**src/rtl/ka_split_sched_48bit_if.sv**
```systemverilog
// rtl/ka_split_sched_48bit_if.sv - operand, sub-multiplier, product and result handshakes of the Karatsuba sequencer
interface ka_split_sched_48bit_if #(
  parameter int N = 48,
  parameter int H = N / 2
);
  logic             in_valid;
  logic             in_ready;
  logic [N-1:0]     a_in;
  logic [N-1:0]     b_in;
  logic             sub_valid;
  logic             sub_ready;
  logic [H-1:0]     sub_a;
  logic [H-1:0]     sub_b;
  logic [1:0]       sub_tag;
  logic             prod_valid;
  logic [2*H-2:0]   prod_in;
  logic [1:0]       prod_tag;
  logic             out_valid;
  logic             out_ready;
  logic [2*H-2:0]   p_lo;
  logic [2*H-2:0]   p_mid;
  logic [2*H-2:0]   p_hi;
  logic             err;

  modport slave (
    input  in_valid, a_in, b_in, sub_ready, prod_valid, prod_in, prod_tag, out_ready,
    output in_ready, sub_valid, sub_a, sub_b, sub_tag, out_valid, p_lo, p_mid, p_hi, err
  );

  modport master (
    output in_valid, a_in, b_in, sub_ready, prod_valid, prod_in, prod_tag, out_ready,
    input  in_ready, sub_valid, sub_a, sub_b, sub_tag, out_valid, p_lo, p_mid, p_hi, err
  );
endinterface

```
**src/rtl/ka_split_sched_48bit.sv**
```systemverilog
// rtl/ka_split_sched_48bit.sv - issues three Karatsuba sub-operand pairs, collects the sub-products and corrects the middle term
module ka_split_sched_48bit #(
  parameter int N = 48
) (
  input  logic                  clk,
  input  logic                  rst,
  ka_split_sched_48bit_if.slave bus
);
  localparam int H = N / 2;
  localparam int P = 2 * H - 1;

  typedef enum logic [1:0] {IDLE, ISSUE, WAIT, DONE} state_t;

  state_t         state_q, state_d;
  logic [N-1:0]   a_q, a_d, b_q, b_d;
  logic [1:0]     idx_q, idx_d;
  logic [2:0]     mask_q, mask_d;
  logic [P-1:0]   lo_q, lo_d, mid_q, mid_d, hi_q, hi_d;
  logic [P-1:0]   p_lo_q, p_lo_d, p_mid_q, p_mid_d, p_hi_q, p_hi_d;
  logic           in_ready_q, in_ready_d;
  logic           sub_valid_q, sub_valid_d;
  logic [H-1:0]   sub_a_q, sub_a_d, sub_b_q, sub_b_d;
  logic [1:0]     sub_tag_q, sub_tag_d;
  logic           out_valid_q, out_valid_d;
  logic           err_q, err_d;

  logic [1:0]     idx_nx;
  logic [1:0]     issued;
  logic [3:0]     mask_ext;
  logic           prod_ok;
  logic           done_entry;

  function automatic logic [2*H-1:0] pair_sel(input logic [N-1:0] a, input logic [N-1:0] b,
                                              input logic [1:0] idx);
    logic [2*H-1:0] r;
    case (idx)
      2'd0:    r = {a[H-1:0], b[H-1:0]};
      2'd1:    r = {a[H-1:0] ^ a[N-1:H], b[H-1:0] ^ b[N-1:H]};
      default: r = {a[N-1:H], b[N-1:H]};
    endcase
    return r;
  endfunction

  // A product is legal only for a tag already handed off in an earlier cycle and not yet
  // collected; tag 3 maps onto a permanently-set mask bit so it is always rejected.
  assign idx_nx   = idx_q + 2'd1;
  assign issued   = (state_q == WAIT) ? 2'd3 : idx_q;
  assign mask_ext = {1'b1, mask_q};
  assign prod_ok  = bus.prod_valid && (state_q == ISSUE || state_q == WAIT) &&
                    (bus.prod_tag < issued) && !mask_ext[bus.prod_tag];

  always_comb begin
    state_d     = state_q;
    a_d         = a_q;
    b_d         = b_q;
    idx_d       = idx_q;
    mask_d      = mask_q;
    lo_d        = lo_q;
    mid_d       = mid_q;
    hi_d        = hi_q;
    p_lo_d      = p_lo_q;
    p_mid_d     = p_mid_q;
    p_hi_d      = p_hi_q;
    in_ready_d  = in_ready_q;
    sub_valid_d = sub_valid_q;
    sub_a_d     = sub_a_q;
    sub_b_d     = sub_b_q;
    sub_tag_d   = sub_tag_q;
    out_valid_d = out_valid_q;
    err_d       = err_q;
    done_entry  = 1'b0;

    if (bus.prod_valid && !prod_ok) err_d = 1'b1;
    if (prod_ok) begin
      case (bus.prod_tag)
        2'd0:    begin lo_d  = bus.prod_in; mask_d[0] = 1'b1; end
        2'd1:    begin mid_d = bus.prod_in; mask_d[1] = 1'b1; end
        default: begin hi_d  = bus.prod_in; mask_d[2] = 1'b1; end
      endcase
    end

    case (state_q)
      IDLE: begin
        if (bus.in_valid) begin
          a_d                = bus.a_in;
          b_d                = bus.b_in;
          mask_d             = 3'b000;
          idx_d              = 2'd0;
          in_ready_d         = 1'b0;
          sub_valid_d        = 1'b1;
          {sub_a_d, sub_b_d} = pair_sel(bus.a_in, bus.b_in, 2'd0);
          sub_tag_d          = 2'd0;
          state_d            = ISSUE;
        end
      end
      ISSUE: begin
        if (bus.sub_ready) begin
          if (idx_q == 2'd2) begin
            sub_valid_d = 1'b0;
            if (mask_d == 3'b111) done_entry = 1'b1;
            else                  state_d    = WAIT;
          end else begin
            idx_d              = idx_nx;
            {sub_a_d, sub_b_d} = pair_sel(a_q, b_q, idx_nx);
            sub_tag_d          = idx_nx;
          end
        end
      end
      WAIT: begin
        if (mask_d == 3'b111) done_entry = 1'b1;
      end
      DONE: begin
        if (bus.out_ready) begin
          out_valid_d = 1'b0;
          in_ready_d  = 1'b1;
          state_d     = IDLE;
        end
      end
      default: state_d = IDLE;
    endcase

    // Uses the _d terms so a product landing in the entry cycle is folded in immediately.
    if (done_entry) begin
      state_d     = DONE;
      out_valid_d = 1'b1;
      p_lo_d      = lo_d;
      p_hi_d      = hi_d;
      p_mid_d     = mid_d ^ lo_d ^ hi_d;
    end
  end

  always_ff @(posedge clk) begin
    if (rst) begin
      state_q     <= IDLE;
      a_q         <= '0;
      b_q         <= '0;
      idx_q       <= 2'd0;
      mask_q      <= 3'b000;
      lo_q        <= '0;
      mid_q       <= '0;
      hi_q        <= '0;
      p_lo_q      <= '0;
      p_mid_q     <= '0;
      p_hi_q      <= '0;
      in_ready_q  <= 1'b1;
      sub_valid_q <= 1'b0;
      sub_a_q     <= '0;
      sub_b_q     <= '0;
      sub_tag_q   <= 2'd0;
      out_valid_q <= 1'b0;
      err_q       <= 1'b0;
    end else begin
      state_q     <= state_d;
      a_q         <= a_d;
      b_q         <= b_d;
      idx_q       <= idx_d;
      mask_q      <= mask_d;
      lo_q        <= lo_d;
      mid_q       <= mid_d;
      hi_q        <= hi_d;
      p_lo_q      <= p_lo_d;
      p_mid_q     <= p_mid_d;
      p_hi_q      <= p_hi_d;
      in_ready_q  <= in_ready_d;
      sub_valid_q <= sub_valid_d;
      sub_a_q     <= sub_a_d;
      sub_b_q     <= sub_b_d;
      sub_tag_q   <= sub_tag_d;
      out_valid_q <= out_valid_d;
      err_q       <= err_d;
    end
  end

  assign bus.in_ready  = in_ready_q;
  assign bus.sub_valid = sub_valid_q;
  assign bus.sub_a     = sub_a_q;
  assign bus.sub_b     = sub_b_q;
  assign bus.sub_tag   = sub_tag_q;
  assign bus.out_valid = out_valid_q;
  assign bus.p_lo      = p_lo_q;
  assign bus.p_mid     = p_mid_q;
  assign bus.p_hi      = p_hi_q;
  assign bus.err       = err_q;
endmodule

```
**src/flat_wrapper.sv**
```systemverilog
// flat-port wrapper written by rule: the top's interface ports become plain ports
module ka_split_sched_48bit_flat 
#(
  parameter int N = 48
)
  (clk, rst, bus_in_valid, bus_a_in, bus_b_in, bus_sub_ready, bus_prod_valid, bus_prod_in, bus_prod_tag, bus_out_ready, bus_in_ready, bus_sub_valid, bus_sub_a, bus_sub_b, bus_sub_tag, bus_out_valid, bus_p_lo, bus_p_mid, bus_p_hi, bus_err);
  ka_split_sched_48bit_if #(.N(N)) bus_i ();
  input  logic clk;
  input  logic rst;
  input wire logic [$bits(bus_i.in_valid)-1:0] bus_in_valid;
  input wire logic [$bits(bus_i.a_in)-1:0] bus_a_in;
  input wire logic [$bits(bus_i.b_in)-1:0] bus_b_in;
  input wire logic [$bits(bus_i.sub_ready)-1:0] bus_sub_ready;
  input wire logic [$bits(bus_i.prod_valid)-1:0] bus_prod_valid;
  input wire logic [$bits(bus_i.prod_in)-1:0] bus_prod_in;
  input wire logic [$bits(bus_i.prod_tag)-1:0] bus_prod_tag;
  input wire logic [$bits(bus_i.out_ready)-1:0] bus_out_ready;
  output wire logic [$bits(bus_i.in_ready)-1:0] bus_in_ready;
  output wire logic [$bits(bus_i.sub_valid)-1:0] bus_sub_valid;
  output wire logic [$bits(bus_i.sub_a)-1:0] bus_sub_a;
  output wire logic [$bits(bus_i.sub_b)-1:0] bus_sub_b;
  output wire logic [$bits(bus_i.sub_tag)-1:0] bus_sub_tag;
  output wire logic [$bits(bus_i.out_valid)-1:0] bus_out_valid;
  output wire logic [$bits(bus_i.p_lo)-1:0] bus_p_lo;
  output wire logic [$bits(bus_i.p_mid)-1:0] bus_p_mid;
  output wire logic [$bits(bus_i.p_hi)-1:0] bus_p_hi;
  output wire logic [$bits(bus_i.err)-1:0] bus_err;
  assign bus_i.in_valid = bus_in_valid;
  assign bus_i.a_in = bus_a_in;
  assign bus_i.b_in = bus_b_in;
  assign bus_i.sub_ready = bus_sub_ready;
  assign bus_i.prod_valid = bus_prod_valid;
  assign bus_i.prod_in = bus_prod_in;
  assign bus_i.prod_tag = bus_prod_tag;
  assign bus_i.out_ready = bus_out_ready;
  assign bus_in_ready = bus_i.in_ready;
  assign bus_sub_valid = bus_i.sub_valid;
  assign bus_sub_a = bus_i.sub_a;
  assign bus_sub_b = bus_i.sub_b;
  assign bus_sub_tag = bus_i.sub_tag;
  assign bus_out_valid = bus_i.out_valid;
  assign bus_p_lo = bus_i.p_lo;
  assign bus_p_mid = bus_i.p_mid;
  assign bus_p_hi = bus_i.p_hi;
  assign bus_err = bus_i.err;
  ka_split_sched_48bit #(.N(N)) u_core (.clk(clk), .rst(rst), .bus(bus_i));
endmodule
```
**config.mk**
```make
export PLATFORM = sky130hd
export DESIGN_NAME = ka_split_sched_48bit_flat
export DESIGN_NICKNAME = d
export VERILOG_FILES = /design/src/rtl/ka_split_sched_48bit_if.sv /design/src/rtl/ka_split_sched_48bit.sv /design/src/flat_wrapper.sv
export SDC_FILE = /design/constraint.sdc
export NUM_CORES = 1
export LEC_CHECK = 0
export BUFFER_PORTS_ARGS = -buffer_cell sky130_fd_sc_hd__clkbuf_2
export CAP_MARGIN = 15
export CELL_PAD_IN_SITES_DETAIL_PLACEMENT = 0
export CELL_PAD_IN_SITES_GLOBAL_PLACEMENT = 1
export CORE_MARGIN = 2
export CORE_UTILIZATION = 42
export DETAILED_ROUTE_END_ITERATION = 8
export MAX_ROUTING_LAYER = met4
export PLACE_DENSITY = 0.77
export SYNTH_ARGS = -nofsm -noshare
export SYNTH_HDL_FRONTEND = slang
export SYNTH_SLANG_ARGS = --single-unit
```
**constraint.sdc**
```tcl
create_clock -name clk -period 3.1 [get_ports clk]
set_input_delay 0.31 -clock clk [delete_from_list [all_inputs] [get_ports clk]]
set_output_delay 0.31 -clock clk [all_outputs]
set_load 0.01 [all_outputs]
```
[After elaboration in Yosys (flattened, before gate mapping)]
Index checks and enable logic that the tools add are counted.
Storage, ports and cells
  bits in registers: 437
  input port bits: 151
  output and inout port bits: 195
  word-level logic and storage cells: 112
Cells by class
  $add $sub $neg: 1
  $lt $le $gt $ge: 2
  eq/ne operators: 17
  muxes and demuxes: 49
  bitwise logic cells: 4
  reductions and logical operators: 22
Operators by type and width (count)
  $mux 47: 6
  $mux 24: 6
  $pmux 24 s2: 2
  $pmux 48 s2: 1
  $xor 47x47->47: 2
  $xor 24x24->24: 2
  $mux 2: 10
  $mux 1: 15
  $ne 3x2->1 const B: 5
  $ne 2x2->1 const B: 5
  $mux 3: 3
  $reduce_and 4->1: 2
  $reduce_bool 2->1: 4
  $eq 2x1->1 const B: 3
  $eq 2x2->1 const B: 3
  $logic_not 2->1: 3
  $pmux 1 s2: 3
  $pmux 2 s3: 1
  $reduce_and 6->1: 1
  $logic_and 1x1->1: 4
  $pmux 2 s2: 1
  $reduce_and 2->1: 2
  $reduce_bool 4->1: 1
  $eq 3x3->1 const B: 1
  8 further kinds: 9

[Longest topological paths before layout]
Gate-level depths: netlist of the first run.
  depth after elaboration: 13
  mapped depth: 12
  mapped depth without buffers: 9

[Worst setup path after synthesis of the first run]
No wires, ideal clock.
  kind: register -> register
  start point: reg u_core.state_q[0]
  end point: reg u_core.p_mid_q[43] (netlist: u_core.bus.p_mid[43])
  library setup time: 0.135 ns
  arrival: 2.579 ns
  required time: 2.965 ns
  path slack: 0.386 ns
  cell stages (with the launch flop): 13
  buffers on the path: 3
  clock period less this slack: 2.714 ns
  cells stage by stage: dfxtp_1 inv_1 ha_1 nor2_1 ha_1 or3b_2 buf_2 nand3_1 buf_2 buf_2 mux2_2 o2111ai_1 o221ai_1
On the way
  longest elaborated chain between the ends: 11
  elaborated cells between the ends (all ways): 19
  classes of those cells: order compare (1); eq/ne (3); mux (9); bitwise (2); reduce/logical (4)
RTL lines
  start, declared: RTL line ka_split_sched_48bit.sv:14  | state_t state_q, state_d;
  start signal, assigned: RTL line ka_split_sched_48bit.sv:153  | state_q <= state_d;
  $eq 2x2->1 or $eq 2x1->1 (tied branches): RTL line ka_split_sched_48bit.sv:47, ka_split_sched_48bit.sv:49, ka_split_sched_48bit.sv:82
  $mux 2 or $logic_or 1x1->1 (tied branches): RTL line ka_split_sched_48bit.sv:47, ka_split_sched_48bit.sv:49
  $lt 2x2->1 or $logic_and 1x1->1 (tied branches): RTL line ka_split_sched_48bit.sv:50, ka_split_sched_48bit.sv:49
  $logic_and 1x1->1: RTL line ka_split_sched_48bit.sv:49  | assign prod_ok = bus.prod_valid && (state_q == ISSUE || state_q == WAIT) &&
  $logic_and 1x1->1: RTL line ka_split_sched_48bit.sv:50  | (bus.prod_tag < issued) && !mask_ext[bus.prod_tag];
  $mux 3: RTL line ka_split_sched_48bit.sv:74  | if (prod_ok) begin
  $eq 3x3->1: RTL line ka_split_sched_48bit.sv:100, ka_split_sched_48bit.sv:110
  $mux 1: RTL line ka_split_sched_48bit.sv:100, ka_split_sched_48bit.sv:110
  $mux 1: RTL line ka_split_sched_48bit.sv:98  | if (idx_q == 2'd2) begin
  $mux 1: RTL line ka_split_sched_48bit.sv:97  | if (bus.sub_ready) begin
  $pmux 1 s2: RTL line ka_split_sched_48bit.sv:82  | case (state_q)
  end signal, assigned: RTL line ka_split_sched_48bit.sv:162  | p_mid_q <= p_mid_d;
  end, declared: RTL line ka_split_sched_48bit.sv:19  | logic [P-1:0] p_lo_q, p_lo_d, p_mid_q, p_mid_d, p_hi_q, p_hi_d;
Several ways; a longest one is shown, not always the timed one.
A chain may end at the register's enable or synchronous reset.

[Worst setup path in the final report of the first run]
  start point: reg u_core.state_q[0]
  end point: reg u_core.p_mid_q[37] (netlist: u_core.bus.p_mid[37])
The elaborated chain is that of the path after synthesis.

==> metrics.yaml, run 1 <==
clocking:
  cts_made_buffers: 49
  h-tree-depth: 2
  clk_pin_slew_worst_paths_ns: 0.06
  cts_tree: "built"
  cts_setup_buffers: 0
  clock_path_buffers: 3
  numClockSinks: 437
  clkLatencyLatePin_ns: 0.61
  cts-root-buf: "clkbuf_16"
finish:
  fin_cells: 3445
  syn_to_final_growth_pct: 26.47
  nFillCells: 4340
  drive_gt1_frac: 0.1877
  nets: 2953
setup_path:
  required_ns: 3.61
  cp-end-kind: "register"
  crit_family: "simple AND/OR/NAND/NOR gates"
  critPathKind: "reg -> reg"
  crit_fanout: 56
  crit_path_start_kind: "register"
  timing.critical_path.buf_inv: 3
  crit_chain: "inv_1, ha_1, nor2_1, ha_1, or3b_4, a31oi_2, nor4_4, buf_6, buf_12, nand3_1, o221ai_1"
  crit_slowest_cell: "or3b_4"
  slowest_delay_ns: 0.36
  crit_top_cell: "ha_1"
  worstPathArrival_ns: 3.35
logic_synthesis:
  seq_area_frac_synth: 0.4383
  avgSynthCellArea_um2: 8.168
  syn_inst: 2444
  yosysWarnings: 0
  synth_enable_flop_cells: 0
  synth.top_cell.area_share: 0.4383
  async_reset_ff_frac: 0
  yosysUniqueCellTypes: 50
  synthFlopType: "dfxtp_1"
  yosys.area.top_type: "dfxtp_1"
  synthesis.nets: 2603
  netlist_top_cells_area: "dfxtp_1 (44%), a21oi_1 (6.6%), nand2_1 (6.5%), nor2_1 (5.2%), mux2i_1 (4.7%)"
  syn_area_um2: 19960
  synth-seq-cells: 437
floorplanning:
  dieArea_um2: 49290
  rows: 79
  io_pins: 346
  core_um2: 46750
  die_w_um: 222.0
  start_util: 0.4270
  dieHeight_um: 222.0
route:
  antenna_left: 0
  drc_errors: 0
  routed_wl_um: 63650
  vias_per_cell: 5.510
  vias: 18980
  dr.pass1.iters: 5
  first_iter_violations: 1450
  drt-wirelength-per-cell_um: 18.48
placement:
  place_inst: 3225
  globalplace.congestion: 0.8222
  io_buffers: 345
  dp_hpwl_um: 38730
power_and_ir_drop:
  report.power.total_mw: 16.51
  power_per_cell_area_nw_per_um2: 653.9
  peakVddDrop_mv: 0.4474
  leakage_nw: 10.39
timing:
  rsz0062_at_grt: "false"
  setup_violations: 0
  setup-tns-final_ns: 0
  max_freq_mhz: 352.9
  timing.hold.ws_ns: 0.03014
  drv_slew: 0
  slew_headroom: 0.5366
  period_share: 0.9142
  hold_viol_final: 0
  finalCriticalPeriod_ns: 2.834
  tightestPinTransition_ns: 0.6951
  skew_ns: 0.03166
global_route:
  grt_usage: 0.2546
  grt_pass1_wl_um: 99080
  antenna_found_initial: 4
  grt_max_degree: 152
  grt-ovfl-total: 0
  grt_pass1_vias: 18090
status:
  status: "complete, no violations"
job:
  cap_violations: 0
worst_hold_path:
  hold_class: "in -> reg"
stage by stage:
stage,utilization,worst slack [ns],instance area [µm²]
2_1_floorplan,-,0.3859,19960
3_3_place_gp,0.4760,0.2070,22260
3_5_place_dp,0.4760,0.09312,22260
4_1_cts,0.5379,0.07875,25150
5_1_grt,0.5400,0.03874,25250
6_report,0.5400,0.2661,25250
final timing paths:
check                               to                  from  slack, ns  depth (start not counted)
hold / removal          u_core.bus.err        bus_prod_valid       0.03                          3
setup reg to reg  u_core.bus.p_mid[37]     u_core.state_q[0]       0.27                         11
hold reg to reg   u_core.bus.sub_a[21]  u_core.bus.sub_a[21]       0.45                          2
setup / recovery  u_core.bus.p_mid[37]     u_core.state_q[0]       0.27                         11
tightest hold or removal path, cell delays in order:
cell	delay, ns
clkbuf_2	0.14
a21oi_1	0.08
nor2_1	0.07
cells by family after synthesis:
family,share of synthesized area
and+or+nand+nor,0.1566
AOI/OAI and AO/OA,0.2336
DFF,0.4383
buffers and inverters,0.07039
muxes,0.05616
xor gates and xnor gates,0.03993
adders and majority gates,0.005015
layout make-up:
type,count,area (µm²),area share
timing repair buffer,520,3650,0.1446
clock inverter,19,227.7,0.009020
multi-input combinational,1651,9911,0.3926
clock buffer,72,1433,0.05675
sequential,437,8748,0.3465
antenna,4,10.01,0.0003965
tap,607,759.5,0.03008
inverter,135,506.7,0.02007
cell usage after synthesis, drive strengths merged (16+ instances only):
cell	instances
dfxtp	437
nand2	344
nor2	280
a21oi	262
clkbuf	158
inv	135
a211oi	95
mux2i	94
buf	63
o221ai	63
xor2	60
nor2b	52
o21ai	52
o211ai	49
o311ai	48
a221o	31
a32oi	31
o22ai	31
xnor2	31
or2	20
nand3	19
mux2	16
nand4	16
o2111ai	16
power by group:
group | leakage, nW | switching (mW) | total, mW | internal, mW
clock | 0.821 | 2.45 | 5.93 | 3.48
combinational | 6.02 | 2.60 | 4.13 | 1.52
sequential | 3.54 | 0.321 | 6.45 | 6.13
flip-flops by register name, indices dropped and copies added, names as in the netlist:
signal and count:
u_core.lo_q 47, u_core.bus.p_lo 47, u_core.bus.sub_valid 1, u_core.hi_q 47
u_core.state_q 2, u_core.bus.sub_a 24, u_core.a_q 48, u_core.bus.sub_b 24
u_core.mask_q 3, u_core.b_q 48, u_core.bus.p_mid 47, u_core.idx_q 2
u_core.bus.out_valid 1, u_core.mid_q 47, u_core.bus.p_hi 47, u_core.bus.in_ready 1
u_core.bus.err 1
repair_timing:
action                                  CTS  global route
endpoints found under the hold margin   129             0
endpoints found under the setup margin    0           125
hold buffers                            123             0
gates resized for setup                   0             7
per-layer routing:
metal	track usage	share of wire	vias up
met5	-	0	-
met4	0.09198	0.030	0
met3	0.04413	0.059	115
met2	0.3906	0.45	560
met1	0.3372	0.46	9048
li1	-	-	9259
cell usage in the layout, fill, tap and decap left out, types with 60 or more instances in the layout:
cell,synthesis,layout
dfxtp_1,437,437
clkbuf_2,0,344
nand2_1,344,343
nor2_1,279,279
a21oi_1,262,261
inv_1,134,134
dlygate4sd3_1,0,123
a211oi_1,95,95
mux2i_1,94,94
o221ai_1,63,63
xor2_1,60,60
Power figures use the tool's default switching activity.
==> run 2, diff against run 1 <==
--- a/config.mk
+++ b/config.mk
@@ -10,10 +10,10 @@
 export CELL_PAD_IN_SITES_DETAIL_PLACEMENT = 0
 export CELL_PAD_IN_SITES_GLOBAL_PLACEMENT = 1
 export CORE_MARGIN = 2
-export CORE_UTILIZATION = 42
+export CORE_UTILIZATION = 36
 export DETAILED_ROUTE_END_ITERATION = 8
 export MAX_ROUTING_LAYER = met4
-export PLACE_DENSITY = 0.77
+export PLACE_DENSITY = 0.67
 export SYNTH_ARGS = -nofsm -noshare
 export SYNTH_HDL_FRONTEND = slang
 export SYNTH_SLANG_ARGS = --single-unit
==> metrics.yaml, run 2 (same netlist as run 1, synthesis figures left out) <==
finish:
  final_cell_mix: "dfxtp_1 (437), clkbuf_2 (344), nand2_1 (343)"  # unchanged
  drive_gt1_frac: 0.1895  # was 0.1877
  mostFrequentLayoutCell: "dfxtp_1"  # unchanged
  nets: 2949  # was 2953
  fin_area_um2: 25320  # was 25250 µm²
  reg_top3: "u_core.a_q (48), u_core.b_q (48)"  # unchanged
  nFillCells: 5444  # was 4340
  fin_cells: 3574  # was 3445
  syn_to_final_growth_pct: 26.85  # was 26.47%
power_and_ir_drop:
  power_per_cell_area_nw_per_um2: 654.8  # was 653.9 nW/µm²
  peakVddDrop_mv: 0.4673  # was 0.4474 mV
  leakage_nw: 10.30  # was 10.39 nW
placement:
  dp_hpwl_um: 39810  # was 38730 µm
  place_inst: 3362  # was 3225
  io_buffers: 345  # unchanged
  globalplace.congestion: 0.7809  # was 0.8222
  placed_area_um2: 22420  # was 22260 µm²
setup_path:
  crit_path_start: "u_core.state_q[0]"  # unchanged
  ff2ff_path_depth: 11  # unchanged
  required_ns: 3.62  # was 3.61 ns
  slowest_delay_ns: 0.44  # was 0.36 ns
  critPathKind: "reg -> reg"  # unchanged
  r2r_start: "u_core.state_q[0]"  # unchanged
  cp.depth: 11  # unchanged
  cp-end-kind: "register"  # unchanged
  crit_slowest_cell: "or3b_4"  # unchanged
  crit_chain: "inv_1, ha_1, nor2_1, ha_1, or3b_4, buf_6, nand3_4, buf_16, o221ai_1, or2_2, o221ai_1"  # was inv_1, ha_1, nor2_1, ha_1, or3b_4, a31oi_2, nor4_4, buf_6, buf_12, nand3_1, o221ai_1
  crit_family: "simple AND/OR/NAND/NOR gates"  # unchanged
  crit_fanout: 33  # was 56
  worstPathArrival_ns: 3.32  # was 3.35 ns
  timing.critical_path.buf_inv: 3  # unchanged
  crit_path_start_kind: "register"  # unchanged
timing:
  setup_violations: 0  # unchanged
  period_share: 0.9033  # was 0.9142
  hold_viol_final: 0  # unchanged
  drv_slew: 0  # unchanged
  skew_ns: 0.01846  # was 0.03166 ns
  finalCriticalPeriod_ns: 2.800  # was 2.834 ns
  max_freq_mhz: 357.1  # was 352.9 MHz
  rsz0062_at_grt: "false"  # unchanged
  slew_headroom: 0.1142  # was 0.5366
  setup-tns-final_ns: 0  # unchanged
  tightestPinTransition_ns: 1.329  # was 0.6951 ns
route:
  first_iter_violations: 1131  # was 1450
  routed_wl_um: 65120  # was 63650 µm
  drt-wirelength-per-cell_um: 18.22  # was 18.48 µm
  vias: 18770  # was 18980
  drc_errors: 0  # unchanged
  antenna_left: 0  # unchanged
  vias_per_cell: 5.252  # was 5.510
  dr.pass1.iters: 5  # unchanged
clocking:
  numClockSinks: 437  # unchanged
  cts-root-buf: "clkbuf_16"  # unchanged
  clkLatencyLatePin_ns: 0.60  # was 0.61 ns
  clock_path_buffers: 3  # unchanged
  cts_made_buffers: 51  # was 49
  clk_pin_slew_worst_paths_ns: 0.06  # about the same
  cts_tree: "built"  # unchanged
  h-tree-depth: 2  # unchanged
status:
  status: "complete, no violations"  # unchanged
global_route:
  antenna_found_initial: 3  # was 4
  grt_max_degree: 237  # was 152
  grt_pass1_vias: 17770  # was 18090
  grt_pass1_wl_um: 100100  # was 99080 µm
  grt_usage: 0.2257  # was 0.2546
  grt-ovfl-total: 0  # unchanged
worst_hold_path:
  hold_class: "in -> reg"  # unchanged
  hp-start: "bus_prod_in[6]"  # was bus_prod_valid
  whs_path_depth: 3  # unchanged
floorplanning:
  start_util: 0.3630  # was 0.4270
  core_um2: 54990  # was 46750 µm²
  rows: 86  # was 79
  dieArea_um2: 57350  # was 49290 µm²
  dieHeight_um: 239.5  # was 222.0 µm
  die_w_um: 239.5  # was 222.0 µm
  io_pins: 346  # unchanged
job:
  cap_violations: 0  # unchanged
==> run 2: cell count changes in the layout (fill, tap and decap cells not counted), sizes merged <==
| cell | change |
|---|---|
| bufinv | -1 |
| clkbuf | -5 |
| clkinv | -3 |
| clkinvlp | +1 |
| diode | -1 |
| dlygate4sd3 | -4 |
| inv | +1 |
==> run 2: per-stage QoR <==
| step | util | setup WS [ns] | hold WS, ns | total power, mW |
|---|---|---|---|---|
| 2_1_floorplan | - | 0.3859 | 0.4459 | 9.109 |
| 3_3_place_gp | 0.4077 | 0.1910 | 0.4403 | 10.56 |
| 3_5_place_dp | 0.4077 | 0.1657 | 0.4457 | 10.63 |
| 4_1_cts | 0.4590 | 0.1241 | 0.002323 | 16.78 |
| 5_1_grt | 0.4605 | 0.003530 | 0.04278 | 17.49 |
| 6_report | 0.4605 | 0.2998 | 0.02714 | 16.58 |
==> run 2: routing by layer <==
metal	global-route usage	part of all wire
met4	0.06686	0.022
met2	0.3593	0.46
met3	0.03861	0.057
met5	-	0
met1	0.2937	0.46
==> run 2: tightest hold or removal path: stages <==
cell	delay, ns
clkbuf_2	0.12
mux2i_1	0.09
nor2_1	0.08
==> run 2: repair_timing <==
item,CTS,global route
hold buffers,119,0
setup endpoints to repair,0,53
hold endpoints to repair,128,0
resized for setup,0,11
buffers inserted,0,4
==> run 2: cell type report <==
class / instances / area [µm²] / share of cell area
multi-input cells: 1651 / 9930 / 0.3921
flip-flops and latches: 437 / 8748 / 0.3455
repair buffers: 514 / 3565 / 0.1408
clock buffers: 69 / 1454 / 0.05742
well taps: 748 / 935.9 / 0.03696
inverters: 135 / 508.0 / 0.02006
clock inverters: 17 / 173.9 / 0.006868
diodes: 3 / 7.507 / 0.0002965
==> run 2: report_power, final <==
part	internal [mW]	switching [mW]	total, mW
clock	3.44	2.49	5.94
sequential	6.13	0.340	6.47
combinational	1.55	2.62	4.17
total	11.1	5.45	16.6
==> run 2: final timing paths <==
path	end	slack, ns
worst min-delay path	u_core.lo_q[6]	0.03
worst max register to register	u_core.bus.p_mid[30]	0.30
worst min register to register	u_core.bus.sub_b[2]	0.45
worst max-delay path	u_core.bus.p_mid[30]	0.30
